==> src/rtl/sweep_pkg.sv <==
`default_nettype none
// ============================================================================
//  Module      : sweep_pkg
//  Description : Shared encodings for the sweep tone generator: sweep modes,
//                FSM states, peak amplitude and quarter-wave table contents.
//  Revision    : 1.0 - initial release
// ============================================================================
package sweep_pkg;

    // Sweep mode encodings (2'b11 falls through to one-shot behaviour)
    localparam logic [1:0] MODE_ONESHOT  = 2'b00;
    localparam logic [1:0] MODE_REPEAT   = 2'b01;
    localparam logic [1:0] MODE_PINGPONG = 2'b10;

    // Controller state encodings
    localparam logic [0:0] ST_IDLE = 1'b0;
    localparam logic [0:0] ST_RUN  = 1'b1;

    // Peak table amplitude; one below full scale so negation cannot overflow
    function automatic longint max_amp(input int data_width);
        return (longint'(1) <<< (data_width - 1)) - longint'(1);
    endfunction

    // sin() over [0, pi/2]; the last table index maps exactly to pi/2 so the
    // quadrant boundaries land on 0 and +/-MAX
    function automatic real quarter_sin(input int idx, input int addr_width);
        real x;
        real term;
        real sum;
        x    = 1.5707963267948966 * real'(idx) / real'((1 << addr_width) - 1);
        term = x;
        sum  = x;
        for (int n = 1; n < 12; n++) begin
            term = -term * x * x / real'((2 * n) * (2 * n + 1));
            sum  = sum + term;
        end
        return sum;
    endfunction

    // Rounded, clamped table entry for index idx
    function automatic longint lut_entry(input int idx, input int addr_width,
                                         input int data_width);
        longint r;
        r = longint'($rtoi(quarter_sin(idx, addr_width) * real'(max_amp(data_width)) + 0.5));
        if (r > max_amp(data_width)) r = max_amp(data_width);
        if (r < 0) r = 0;
        return r;
    endfunction

endpackage
`default_nettype wire

==> src/rtl/sine_quarter_lut.sv <==
`default_nettype none
// ============================================================================
//  Module      : sine_quarter_lut
//  Description : Phase-to-sample conversion from a quarter-wave table with
//                quadrant mirroring and negation; one registered stage.
//  Revision    : 1.0 - initial release
// ============================================================================
module sine_quarter_lut
    import sweep_pkg::*;
#(
    parameter int DATA_WIDTH     = 16,
    parameter int LUT_ADDR_WIDTH = 8
) (
    input  logic                          clk,
    input  logic                          rst_n,
    input  logic                          i_en,
    input  logic [LUT_ADDR_WIDTH+1:0]     i_phase,
    output logic signed [DATA_WIDTH-1:0]  o_sample
);

    localparam int c_depth = 1 << LUT_ADDR_WIDTH;

    logic [DATA_WIDTH-1:0]     w_rom [c_depth];
    logic [1:0]                w_quad;
    logic [LUT_ADDR_WIDTH-1:0] w_addr;
    logic [DATA_WIDTH-1:0]     w_mag;
    logic [DATA_WIDTH-1:0]     w_val;

    // Table contents are elaboration-time constants
    generate
        for (genvar k = 0; k < c_depth; k++) begin : g_rom
            localparam logic [DATA_WIDTH-1:0] c_val =
                DATA_WIDTH'(lut_entry(k, LUT_ADDR_WIDTH, DATA_WIDTH));
            assign w_rom[k] = c_val;
        end
    endgenerate

    // Quadrants 1/3 read the table backwards, quadrants 2/3 negate
    assign w_quad = i_phase[LUT_ADDR_WIDTH+1:LUT_ADDR_WIDTH];
    assign w_addr = w_quad[0] ? ~i_phase[LUT_ADDR_WIDTH-1:0] : i_phase[LUT_ADDR_WIDTH-1:0];
    assign w_mag  = w_rom[w_addr];
    assign w_val  = w_quad[1] ? (~w_mag + DATA_WIDTH'(1)) : w_mag;

    // Output register, only updated for qualified phases
    always_ff @(posedge clk or negedge rst_n) begin
        if (!rst_n) begin
            o_sample <= '0;
        end else if (i_en) begin
            o_sample <= w_val;
        end
    end

endmodule
`default_nettype wire

==> src/rtl/sweep_tone_generator.sv <==
`default_nettype none
// ============================================================================
//  Module      : sweep_tone_generator
//  Description : Stepped-frequency sine generator. Walks a list of FCWs in
//                one-shot, repeat or ping-pong order, dwelling a programmable
//                number of samples at each point, with continuous phase.
//  Revision    : 1.0 - initial release
// ============================================================================
module sweep_tone_generator
    import sweep_pkg::*;
#(
    parameter int DATA_WIDTH     = 16,
    parameter int PHASE_WIDTH    = 32,
    parameter int LUT_ADDR_WIDTH = 8,
    parameter int STEP_WIDTH     = 8,
    parameter int DWELL_WIDTH    = 16
) (
    input  logic                          clk,
    input  logic                          rst_n,
    input  logic                          start,
    input  logic                          abort,
    input  logic [1:0]                    mode,
    input  logic [PHASE_WIDTH-1:0]        start_fcw,
    input  logic [PHASE_WIDTH-1:0]        step_fcw,
    input  logic [STEP_WIDTH-1:0]         num_steps,
    input  logic [DWELL_WIDTH-1:0]        dwell,
    output logic signed [DATA_WIDTH-1:0]  sine_out,
    output logic                          sine_valid,
    output logic [PHASE_WIDTH-1:0]        cur_fcw,
    output logic [STEP_WIDTH-1:0]         step_idx,
    output logic                          busy,
    output logic                          done
);

    // Sweep configuration captured at start
    logic [0:0]              r_state;
    logic [1:0]              r_mode;
    logic [PHASE_WIDTH-1:0]  r_start_fcw;
    logic [PHASE_WIDTH-1:0]  r_step_fcw;
    logic [STEP_WIDTH-1:0]   r_last_pt;
    logic [DWELL_WIDTH-1:0]  r_dwell_last;
    // Running sweep position
    logic [PHASE_WIDTH-1:0]  r_phase;
    logic [PHASE_WIDTH-1:0]  r_fcw;
    logic [STEP_WIDTH-1:0]   r_pt;
    logic [DWELL_WIDTH-1:0]  r_dwell_cnt;
    logic                    r_dir;
    // Pipeline stage 1 (feeds the table) and stage 2 (aligned with sine_out)
    logic                      r_s1_valid;
    logic                      r_s1_last;
    logic [LUT_ADDR_WIDTH+1:0] r_s1_phase;
    logic [PHASE_WIDTH-1:0]    r_s1_fcw;
    logic [STEP_WIDTH-1:0]     r_s1_idx;
    logic                      r_s2_valid;
    logic                      r_s2_last;
    logic [PHASE_WIDTH-1:0]    r_s2_fcw;
    logic [STEP_WIDTH-1:0]     r_s2_idx;

    logic                    w_busy;
    logic                    w_dwell_end;
    logic                    w_at_last;
    logic                    w_final;
    logic [STEP_WIDTH-1:0]   w_next_pt;
    logic [PHASE_WIDTH-1:0]  w_next_fcw;
    logic                    w_next_dir;

    assign w_busy      = (r_state == ST_RUN) | r_s1_valid | r_s2_valid;
    assign w_dwell_end = (r_dwell_cnt == r_dwell_last);
    assign w_at_last   = (r_pt == r_last_pt);

    // Next point selection at the end of each dwell
    always_comb begin
        w_next_pt  = r_pt;
        w_next_fcw = r_fcw;
        w_next_dir = r_dir;
        w_final    = 1'b0;
        if (w_dwell_end) begin
            case (r_mode)
                MODE_REPEAT: begin
                    if (w_at_last) begin
                        w_next_pt  = '0;
                        w_next_fcw = r_start_fcw;
                    end else begin
                        w_next_pt  = r_pt + STEP_WIDTH'(1);
                        w_next_fcw = r_fcw + r_step_fcw;
                    end
                end
                MODE_PINGPONG: begin
                    // A single-point sweep simply holds point 0
                    if (r_last_pt != '0) begin
                        if ((!r_dir && !w_at_last) || (r_dir && r_pt == '0)) begin
                            w_next_dir = 1'b0;
                            w_next_pt  = r_pt + STEP_WIDTH'(1);
                            w_next_fcw = r_fcw + r_step_fcw;
                        end else begin
                            w_next_dir = 1'b1;
                            w_next_pt  = r_pt - STEP_WIDTH'(1);
                            w_next_fcw = r_fcw - r_step_fcw;
                        end
                    end
                end
                default: begin
                    if (w_at_last) begin
                        w_final = 1'b1;
                    end else begin
                        w_next_pt  = r_pt + STEP_WIDTH'(1);
                        w_next_fcw = r_fcw + r_step_fcw;
                    end
                end
            endcase
        end
    end

    // Controller: accept start when drained, then issue one phase per cycle
    always_ff @(posedge clk or negedge rst_n) begin
        if (!rst_n) begin
            r_state      <= ST_IDLE;
            r_mode       <= MODE_ONESHOT;
            r_start_fcw  <= '0;
            r_step_fcw   <= '0;
            r_last_pt    <= '0;
            r_dwell_last <= '0;
            r_phase      <= '0;
            r_fcw        <= '0;
            r_pt         <= '0;
            r_dwell_cnt  <= '0;
            r_dir        <= 1'b0;
            r_s1_valid   <= 1'b0;
            r_s1_last    <= 1'b0;
            r_s1_phase   <= '0;
            r_s1_fcw     <= '0;
            r_s1_idx     <= '0;
        end else if (abort) begin
            r_state    <= ST_IDLE;
            r_s1_valid <= 1'b0;
            r_s1_last  <= 1'b0;
        end else begin
            r_s1_valid <= 1'b0;
            r_s1_last  <= 1'b0;
            case (r_state)
                ST_RUN: begin
                    r_s1_valid  <= 1'b1;
                    r_s1_last   <= w_final;
                    r_s1_phase  <= r_phase[PHASE_WIDTH-1 -: LUT_ADDR_WIDTH+2];
                    r_s1_fcw    <= r_fcw;
                    r_s1_idx    <= r_pt;
                    r_phase     <= r_phase + r_fcw;
                    r_dwell_cnt <= w_dwell_end ? '0 : r_dwell_cnt + DWELL_WIDTH'(1);
                    r_pt        <= w_next_pt;
                    r_fcw       <= w_next_fcw;
                    r_dir       <= w_next_dir;
                    if (w_final) begin
                        r_state <= ST_IDLE;
                    end
                end
                default: begin
                    if (start && !w_busy) begin
                        r_state      <= ST_RUN;
                        r_mode       <= mode;
                        r_start_fcw  <= start_fcw;
                        r_step_fcw   <= step_fcw;
                        r_last_pt    <= (num_steps == '0) ? '0 : num_steps - STEP_WIDTH'(1);
                        r_dwell_last <= (dwell == '0) ? '0 : dwell - DWELL_WIDTH'(1);
                        r_phase      <= '0;
                        r_fcw        <= start_fcw;
                        r_pt         <= '0;
                        r_dwell_cnt  <= '0;
                        r_dir        <= 1'b0;
                    end
                end
            endcase
        end
    end

    // Stage 2 sideband, kept in step with the table output register
    always_ff @(posedge clk or negedge rst_n) begin
        if (!rst_n) begin
            r_s2_valid <= 1'b0;
            r_s2_last  <= 1'b0;
            r_s2_fcw   <= '0;
            r_s2_idx   <= '0;
        end else if (abort) begin
            r_s2_valid <= 1'b0;
            r_s2_last  <= 1'b0;
        end else begin
            r_s2_valid <= r_s1_valid;
            r_s2_last  <= r_s1_last;
            if (r_s1_valid) begin
                r_s2_fcw <= r_s1_fcw;
                r_s2_idx <= r_s1_idx;
            end
        end
    end

    sine_quarter_lut #(
        .DATA_WIDTH     (DATA_WIDTH),
        .LUT_ADDR_WIDTH (LUT_ADDR_WIDTH)
    ) u_lut (
        .clk      (clk),
        .rst_n    (rst_n),
        .i_en     (r_s1_valid),
        .i_phase  (r_s1_phase),
        .o_sample (sine_out)
    );

    assign sine_valid = r_s2_valid;
    assign cur_fcw    = r_s2_fcw;
    assign step_idx   = r_s2_idx;
    assign busy       = w_busy;
    assign done       = r_s2_valid & r_s2_last;

endmodule
`default_nettype wire
==> config.mk <==
export PLATFORM = sky130hd
export DESIGN_NAME = sweep_tone_generator
export DESIGN_NICKNAME = d
export VERILOG_FILES = /design/src/rtl/sweep_pkg.sv /design/src/rtl/sine_quarter_lut.sv /design/src/rtl/sweep_tone_generator.sv
export SDC_FILE = /design/constraint.sdc
export NUM_CORES = 1
export LEC_CHECK = 0
export BUFFER_PORTS_ARGS = -buffer_cell sky130_fd_sc_hd__buf_4
export CELL_PAD_IN_SITES_DETAIL_PLACEMENT = 0
export CELL_PAD_IN_SITES_GLOBAL_PLACEMENT = 1
export CORE_MARGIN = 2
export CORE_UTILIZATION = 30
export DETAILED_ROUTE_END_ITERATION = 8
export GPL_TIMING_DRIVEN = 0
export PLACE_DENSITY = 0.63
export SYNTH_ARGS = -nofsm -noshare
export SYNTH_HDL_FRONTEND = slang
export SYNTH_SLANG_ARGS = --single-unit
==> constraint.sdc <==
create_clock -name clk -period 13.48 [get_ports clk]
set_input_delay 1.348 -clock clk [delete_from_list [all_inputs] [get_ports clk]]
set_output_delay 1.348 -clock clk [all_outputs]
set_load 0.02 [all_outputs]
Word level (Yosys, flattened, before mapping):

Memories as Yosys holds them, arrays and structs flattened.
Cells that the tools add are included.

* bits in registers: 290
* memory bits (read-only): 4096
* output and inout bits: 59
* logic and storage cells: 114
* memories: 1

* add/subtract/negate cells: 9
* magnitude comparators: 1
* equality and inequality tests: 9
* multiplexer cells: 46
* bitwise logic cells: 8
* reductions and logical operators: 19

Memories
* (name not given): words 256, width 16, read ports 1, clocked after Yosys merged registers in 0, wr ports 0, RTL line sine_quarter_lut.sv:41 `assign w_mag = w_rom[w_addr];`

Operators with widths (number)
* 2-to-1 mux 32 bit: 9
* 2-to-1 mux 16 bit: 7
* 2-to-1 mux 8 bit: 9
* adder 32 bit: 2
* one-hot mux 32 bit (2 select lines): 1
* adder 16 x 1 -> 16 bit (second input constant): 2
* subtractor 32 bit: 1
* 2-to-1 mux 1 bit: 19
* == test 16 bit: 1
* zero test 16 bit: 1
* zero test 8 bit: 2
* inverter 16 bit: 1
* one-hot mux 8 bit (2 select lines): 1
* subtractor 16 x 1 -> 16 bit (second input constant): 1
* subtractor 8 x 1 -> 8 bit (second input constant): 2
* AND reduction 5 bit: 2
* >= comparator 9 bit (second input constant): 1
* inverter 8 -> 9 bit: 1
* adder 8 x 1 -> 8 bit (second input constant): 1
* == test 8 bit: 1
* inverter 8 bit: 1
* nonzero test 8 bit: 1
* inequality test 2 x 1 -> 1 bit (second input constant): 3
* AND reduction 2 bit: 3
* other kinds (13): 19

Longest topological paths before layout:

Gate-level depths: netlist of run 1.

* depth in word-level cells: 9
* gate-level depth with buffers: 22
* mapped depth without buffers: 15

By module:

A second synthesis of run 1 with hierarchy kept.

* cells, all modules: 3284
* area, all modules: 25489.4 sq um

By module, submodules not included
* sweep_tone_generator: instances 1, cells each 1952, area an instance 16965.0 sq um, seq. area each 6856.6 sq um
* sine_quarter_lut: instances 1, cells each 1332, area an instance 8524.4 sq um, seq. area each 400.4 sq um

Worst setup path after synthesis of run 1:

OpenSTA, ideal clock, no wires.

* kind: register -> register
* from: register r_s1_phase[8]
* to: register u_lut.o_sample[15]
* data arrival time: 4.834 ns
* required time: 13.359 ns
* slack: 8.525 ns
* cell stages (with the launch flop): 23
* path buffers: 9
* period minus slack after synthesis: 4.955 ns
* path through: dfrtp_1 > buf_6 > buf_12 > buf_4 > buf_2 > buf_2 > buf_2 > xor2_1 > inv_1 > ha_1 > clkbuf_1 > inv_1 > clkbuf_1 > clkbuf_1 > and3_1 > a221oi_1 > a221oi_1 > a2111oi_0 > a311oi_2 > nand3b_1 > or4_1 > a2111o_1 > a22o_1

* longest elaborated chain between the ends: 8

RTL lines
* start: declaration: RTL line sweep_tone_generator.sv:51 `logic [LUT_ADDR_WIDTH+1:0] r_s1_phase;`
* start signal: assignment: RTL line sweep_tone_generator.sv:144 `r_s1_phase <= r_phase[PHASE_WIDTH-1 -: LUT_ADDR_WIDTH+2];`
* 2-to-1 mux 8 bit (*): RTL line sine_quarter_lut.sv:40 `assign w_addr = w_quad[0] ? ~i_phase[LUT_ADDR_WIDTH-1:0] : i_phase[LUT_ADDR_WIDTH-1:0];`
* inverter 8 -> 9 bit (implied by the code) (*): RTL line sine_quarter_lut.sv:41
* memory read (256 x 16 bit) (*)
* 2-to-1 mux 16 bit (implied by the code) (*) (2 in series): RTL line sine_quarter_lut.sv:41
* inverter 16 bit: RTL line sine_quarter_lut.sv:42 `assign w_val = w_quad[1] ? (~w_mag + DATA_WIDTH'(1)) : w_mag;`
* adder 16 x 1 -> 16 bit: RTL line sine_quarter_lut.sv:42
* 2-to-1 mux 16 bit (*): RTL line sine_quarter_lut.sv:42
* end signal: assignment: RTL line sine_quarter_lut.sv:49 `o_sample <= w_val;`
* end: declaration: RTL line sine_quarter_lut.sv:18 `output logic signed [DATA_WIDTH-1:0] o_sample`

Mark *: on every way between the ends. The rest lies on a longest branch, timed or not. The select of a mux whose other input is x is not followed.
A chain may end at the register's enable or synchronous reset.

Final worst setup path of run 1:

* from: register r_s1_phase[0]
* to: register u_lut.o_sample[15]

* longest elaborated chain between the ends: 9

RTL lines (RTL line)
* inverter 8 bit: sine_quarter_lut.sv:40
* 2-to-1 mux 8 bit (*): sine_quarter_lut.sv:40
* inverter 8 -> 9 bit (implied by the code) (*): sine_quarter_lut.sv:41
* memory read (256 x 16 bit) (*)
* 2-to-1 mux 16 bit (implied by the code) (*) (2 in series): sine_quarter_lut.sv:41
* inverter 16 bit: sine_quarter_lut.sv:42
* adder 16 x 1 -> 16 bit: sine_quarter_lut.sv:42
* 2-to-1 mux 16 bit (*): sine_quarter_lut.sv:42

Marked as above.

==> results of run 1 <==
==> cells in the final DEF (no fill, tap or decap), types with 18 or more instances in the layout <==
| master | netlist | layout |
|---|---|---|
| clkbuf_16 | 0 | 38 |
| or3_1 | 22 | 22 |
| nor2b_1 | 29 | 29 |
| and3_1 | 29 | 29 |
| o221ai_1 | 32 | 32 |
| o21a_1 | 18 | 18 |
| nand3_1 | 68 | 68 |
| buf_4 | 16 | 167 |
| a22oi_1 | 35 | 35 |
| o21bai_1 | 20 | 20 |
| nor2_1 | 154 | 154 |
| ha_1 | 117 | 117 |
| a21oi_1 | 183 | 183 |
| nand4_1 | 28 | 28 |
| clkbuf_1 | 150 | 154 |
| mux2_2 | 51 | 51 |
| a31oi_1 | 38 | 38 |
| nor3_1 | 55 | 54 |
| a221oi_1 | 29 | 29 |
| nor4_1 | 21 | 21 |
| xor2_1 | 67 | 67 |
| o21ai_0 | 264 | 264 |
| dfrtp_1 | 290 | 290 |
| nor3b_1 | 22 | 21 |
| xnor2_1 | 87 | 86 |
| o22ai_1 | 60 | 60 |
| o211ai_1 | 49 | 49 |
| a21o_1 | 34 | 34 |
| nand2b_1 | 37 | 37 |
| nand2_1 | 484 | 484 |
| buf_2 | 41 | 42 |
| inv_1 | 103 | 103 |
| a211oi_1 | 20 | 20 |
==> area by class of cell <==
| class | count | area, um^2 |
|---|---|---|
| inverters | 111 | 417 |
| clock inverters | 18 | 277 |
| clock buffers | 52 | 1100 |
| diodes | 3 | 7.51 |
| well taps | 1050 | 1310 |
| repair buffers | 158 | 1260 |
| flip-flops and latches | 290 | 7260 |
| plain buffers | 232 | 1070 |
| fillers | 8596 | 51200 |
| multi-input cells | 2386 | 15300 |
==> worst paths after layout <==
path / cells after the start / start / end
min in group asynchronous: 1 / rst_n / u_lut.o_sample[5]
hold reg to reg: 2 / r_s1_fcw[23] / r_s1_fcw[23]
max in group asynchronous: 3 / rst_n / u_lut.o_sample[12]
hold / removal: 2 / r_s1_fcw[23] / r_s1_fcw[23]
setup / recovery: 15 / r_s1_phase[0] / u_lut.o_sample[15]
setup reg to reg: 15 / r_s1_phase[0] / u_lut.o_sample[15]
==> per-layer routing <==
metal  share of wire, %  global-route usage [%]  vias to the layer above
li1                   -                       -                    11444
met1                 40                    39.5                    12733
met2                 46                    52.0                     1381
met3                7.5                    6.03                      458
met4                7.3                    19.9                        4
met5              0.021                       0                        -
==> logic make-up (layout without fill, tap and decap cells) <==
family / after synthesis / after routing / share of synthesized area (%)
simple gates: 1039 / 1039 / 20.5
buf+inv: 343 / 571 / 6.17
compound gates: 1000 / 1000 / 27.7
flops: 290 / 290 / 30.2
other cells: 0 / 3 / 0
xor+xnor: 158 / 158 / 5.97
fa+ha+maj: 120 / 120 / 6.33
mux: 69 / 69 / 3.24
==> registers in the layout (all words and copies together) (netlist names), 10 cells and up <==
signal	flops
cur_fcw	32
r_fcw	32
r_phase	32
r_s1_fcw	32
r_start_fcw	32
r_step_fcw	32
r_dwell_cnt	16
r_dwell_last	16
u_lut.o_sample	16
r_s1_phase	10
==> worst reg2reg max path, delay by kind of cell, from the launching register on <==
family / cells / cell delay, ns
AOI/OAI and AO/OA: 5 / 1.80
xor gates and xnor gates: 1 / 0.59
adders and majority gates: 1 / 0.60
buffers and inverters: 5 / 3.85
DFF: 1 / 0.65
and+or+nand+nor: 3 / 1.04
==> metrics by stage <==
stage / setup slack [ns] / cells / hold slack [ns]
3_5_place_dp: 5.38 / 4226 / 0.462
4_1_cts: 5.35 / 4296 / 0.479
5_1_grt: 4.92 / 4297 / 0.494
2_1_floorplan: 8.52 / 3019 / 0.438
6_report: 4.83 / 4300 / 0.474
3_3_place_gp: 5.07 / 4221 / 0.463
==> flow_summary.toml, run 1 <==
[status]
status = "finished, final reports clean"

[synthesis]
synth-async-reset-ratio_pct = 100
syn-num-nets = 3233
syn_inst = 3019
synth_top_area_share_pct = 30.2
synth-edff-count = 0
synth_cell_type_count = 102
synthTopCellsByArea = "dfrtp_1, nand2_1, ha_1, o21ai_0, a21oi_1"
ys_seq_area_share_pct = 30.2
synthTopCellsByCount = "nand2_1, dfrtp_1, o21ai_0, a21oi_1, nor2_1"
yosys.area.top_type = "dfrtp_1"
yosysMostFrequentCell = "nand2_1"
ys_ff_latch = 290
synth_ff_type = "dfrtp_1"
ys_warn_count = 0
syn_area_per_cell_um2 = 7.97
synth.cell_area_mm2 = 0.0241

[placement]
placed_area_mm2 = 0.0266
portBuffers = 152
routabilityCongestion = 1.08
dp_hpwl_um = 104000

[cts]
clk_latency_ns = 0.58
clock_path_buffers = 3
cts_resized = 0
path_clk_slew_ns = 0.06
cts_root_buf = "clkbuf_16"
holdBufCountCts = 0
tritoncts = "done"
cts_num_sinks = 290
cts-buffers-inserted = 38
h-tree-depth = 2
post_cts_buffers = 0

[die]
dieArea_mm2 = 0.0825
die_w_um = 287
pin_count = 153
core_region_area_mm2 = 0.0793
row_count = 103
die_h_um = 287
start_util_pct = 30.4

[grt]
grt_pass1_wl_um = 191000
grt_pass1_vias = 25459
grtUsageTotal_pct = 32.2
antenna_found_initial = 4
overflow = 0
grt_max_degree = 103

[critical_path]
max_stage_delay_ns = 0.90
critPathSlowestCell = "clkbuf_1"
cp_data_required_time_ns = 13.93
criticalPathCategory = "reg -> reg"
cp.buffers_inverters = 5
crit_family = "buffers and inverters"
worst_setup_path_end_kind = "flip-flop"
r2r_setup_slack_ns = 4.83
cp-start-kind = "flip-flop"
path_common_cell = "clkbuf_1"
cp.arrival_ns = 9.10
cp_cell_sequence = "clkbuf_1, clkbuf_1, xor2_1, ha_1, clkbuf_1, clkbuf_1, clkbuf_1, nand2_1, o221ai_1, o211ai_1, a32oi_1, nand3_1, or4_1, a2111o_1, a22o_1"
worstPathMaxFanout = 10

[detailed_routing]
routed_wirelength_um = 136000
vias_per_cell = 6.05
dr.pass1.iters = 6
num_vias = 26020
drtIter0Drc = 2826
ant_nets = 0
drc = 0
wl_per_cell_um = 31.6

[timing]
fin_crit_sh_pct = 64.1
setup_viol = 0
relSlewSlack_pct = 7.73
period_minus_slack_ns = 8.65
skew_ns = 0.0385
slew_violations = 0
rsz0062_at_grt = "false"
finalHoldViolCount = 0
tns_ns = 0
max_freq_mhz = 116
tightest_slew_ns = 1.37

[finish]
nets = 3431
fin_util_pct = 35.4
synthToLayoutAreaGrowth_pct = 16.6
layout-drive-gt1-share_pct = 12.0
final_area_mm2 = 0.0280

[run]
drv_cap = 0

[hold_path]
hold_class = "reg -> reg"
Power of run 1 is not shown: default switching activity piles up to over one toggle a cycle in this logic, so the estimate is an artifact.
==> run 2, diff against run 1 <==
--- a/config.mk
+++ b/config.mk
@@ -5,6 +5,7 @@
 export SDC_FILE = /design/constraint.sdc
 export NUM_CORES = 1
 export LEC_CHECK = 0
+export ABC_AREA = 1
 export BUFFER_PORTS_ARGS = -buffer_cell sky130_fd_sc_hd__buf_4
 export CELL_PAD_IN_SITES_DETAIL_PLACEMENT = 0
 export CELL_PAD_IN_SITES_GLOBAL_PLACEMENT = 1
@@ -12,7 +13,7 @@
 export CORE_UTILIZATION = 30
 export DETAILED_ROUTE_END_ITERATION = 8
 export GPL_TIMING_DRIVEN = 0
-export PLACE_DENSITY = 0.63
+export PLACE_DENSITY = 0.68
 export SYNTH_ARGS = -nofsm -noshare
 export SYNTH_HDL_FRONTEND = slang
 export SYNTH_SLANG_ARGS = --single-unit
==> constraint.sdc (replaced) <==
create_clock -name clk -period 7 [get_ports clk]
set_input_delay 0.7 -clock clk [delete_from_list [all_inputs] [get_ports clk]]
set_output_delay 0.7 -clock clk [all_outputs]
set_load 0.02 [all_outputs]
==> flow_summary.toml, run 2 <==
[detailed_routing]
ant_nets = 0
vias_per_cell = 5.34
drc = 0
wl_per_cell_um = 22.5
num_vias = 24279
dr.pass1.iters = 6
routed_wirelength_um = 102000
drtIter0Drc = 2403

[timing]
rsz0062_at_grt = "false"
finalHoldViolCount = 0
fin_crit_sh_pct = 67.5
relSlewSlack_pct = 13.0
tns_ns = 0
max_freq_mhz = 212
period_minus_slack_ns = 4.72
skew_ns = 0.0208
setup_viol = 0
slew_violations = 0
tightest_slew_ns = 1.30

[grt]
grt_pass1_wl_um = 152000
grtUsageTotal_pct = 26.2
antenna_found_initial = 0
grt_max_degree = 112
overflow = 0
grt_pass1_vias = 23741

[cts]
cts_resized = 0
cts_root_buf = "clkbuf_16"
holdBufCountCts = 0
tritoncts = "done"
cts_num_sinks = 290
cts-buffers-inserted = 36
post_cts_buffers = 0
h-tree-depth = 2
clock_path_buffers = 3
path_clk_slew_ns = 0.06
clk_latency_ns = 0.55

[synthesis]
synth_top_area_share_pct = 32.7
synth_cell_type_count = 53
syn_area_per_cell_um2 = 6.59
syn_inst = 3370
yosysMostFrequentCell = "nand2_1"
syn-num-nets = 3584
yosys.area.top_type = "dfrtp_1"
ys_ff_latch = 290
ys_seq_area_share_pct = 32.7
synthTopCellsByArea = "dfrtp_1, nand2_1, nand3_1, o21ai_0, ha_1"
synthTopCellsByCount = "nand2_1, nand3_1, o21ai_0, inv_1, dfrtp_1"
synth_ff_type = "dfrtp_1"
synth-async-reset-ratio_pct = 100
synth.cell_area_mm2 = 0.0222
ys_warn_count = 0
synth-edff-count = 0

[placement]
dp_cells = 4483
dp_hpwl_um = 79000
routabilityCongestion = 1.05
portBuffers = 152

[die]
row_count = 99
start_util_pct = 30.4
pin_count = 153
die_h_um = 276
dieArea_mm2 = 0.0763
die_w_um = 276
core_region_area_mm2 = 0.0731

[finish]
layout-drive-gt1-share_pct = 7.73
nFillCells = 8228
synthToLayoutAreaGrowth_pct = 15.9
finalNonFillerCells = 4545
nets = 3776
final_cell_mix = "nand2_1, nand3_1, o21ai_0, inv_1, dfrtp_1"
mostFrequentLayoutCell = "nand2_1"

[critical_path]
worstPathMaxFanout = 10
cp-start-kind = "flip-flop"
cp_data_required_time_ns = 7.41
r2r_setup_slack_ns = 2.28
cp_cell_sequence = "buf_6, nand2_1, nand2_1, ha_1, inv_1, nand3_1, nand3_1, nand3_1, nand3_1, nand3_1, nand3_1, nand2_1, ha_1, inv_1, nor2_1, nand3_1, nand2_2, xor2_1, o21ai_0"
r2r-end = "u_lut.o_sample[6]"
path_common_cell = "nand3_1"
max_stage_delay_ns = 0.54
rr_worst_depth = 19
worstReg2RegStart = "r_s1_phase[8]"
cp.arrival_ns = 5.13
criticalPathCategory = "reg -> reg"
critPathSlowestCell = "ha_1"
worst_setup_path_end_kind = "flip-flop"

[run]
drv_cap = 0

[hold_path]
hold_class = "in -> async"

[status]
status = "finished, final reports clean"
[run 2: cell types whose count changed in the layout (fill, tap and decap cells not counted), moves of 37 or more]
cell,delta
clkbuf_1,-58
inv_1,+231
mux2_2,-51
nand2_1,+531
nand2b_1,-37
nand3_1,+313
nor2_1,+70
o21ai_0,+89
o22ai_1,-43
xnor2_1,-68
[run 2: layout make-up]
cell class	instances	area (um^2)	share of cell area, %
clock buffer	52	1060	4.13
timing repair buffer	154	1200	4.68
buffer	152	659	2.56
tap	959	1200	4.66
inverter	342	1280	4.99
sequential	290	7260	28.2
clock inverter	9	55.1	0.214
multi-input combinational	2586	13000	50.6
antenna	1	2.50	0.00972
[run 2: per-stage QoR]
stage          utilization [%]  setup WS [ns]  cell area, um^2  hold slack [ns]
2_1_floorplan                -           4.16            22200            0.404
3_3_place_gp              33.6           2.40            24600            0.449
3_5_place_dp              33.7           2.47            24600            0.455
4_1_cts                   35.2           2.45            25700            0.148
5_1_grt                   35.2           2.19            25700            0.177
6_report                  35.2           2.28            25700            0.111
[run 2: cell families after synthesis]
| logic type | Yosys count | share of synthesized area, % |
|---|---|---|
| DFF | 290 | 32.7 |
| buffers and inverters | 494 | 8.75 |
| AOI/OAI and AO/OA | 668 | 16.3 |
| adders and majority gates | 120 | 6.86 |
| xor gates and xnor gates | 89 | 3.54 |
| and+or+nand+nor | 1709 | 31.9 |
[run 2: critical path, delay by kind of cell, from the launching register on]
family / cells / cell delay, ns
buf+inv: 3 / 0.37
simple gates: 12 / 2.65
flops: 1 / 0.44
compound gates: 1 / 0.12
fa+ha+maj: 2 / 0.74
xor+xnor: 1 / 0.26
[run 2: worst max path at each step]
stage / startpoint / end / slack [ns] / cells past startpoint
2_1_floorplan: r_s1_phase[8] / u_lut.o_sample[6] / 4.16 / 19
3_3_place_gp: rst_n / u_lut.o_sample[7] / 2.40 / 1
3_5_place_dp: r_s1_phase[8] / u_lut.o_sample[6] / 2.47 / 19
4_1_cts: r_s1_phase[8] / u_lut.o_sample[6] / 2.45 / 19
5_1_grt: r_s1_phase[8] / u_lut.o_sample[6] / 2.19 / 19
6_report: r_s1_phase[8] / u_lut.o_sample[6] / 2.28 / 19
[run 2: routing by layer]
| layer | track usage (%) | part of all wire [%] |
|---|---|---|
| met5 | 0 | 0 |
| met4 | 12.3 | 5.3 |
| met3 | 3.15 | 6.5 |
| met2 | 43.9 | 46 |
| met1 | 33.7 | 42 |
Power of run 2 is left out for the same reason.
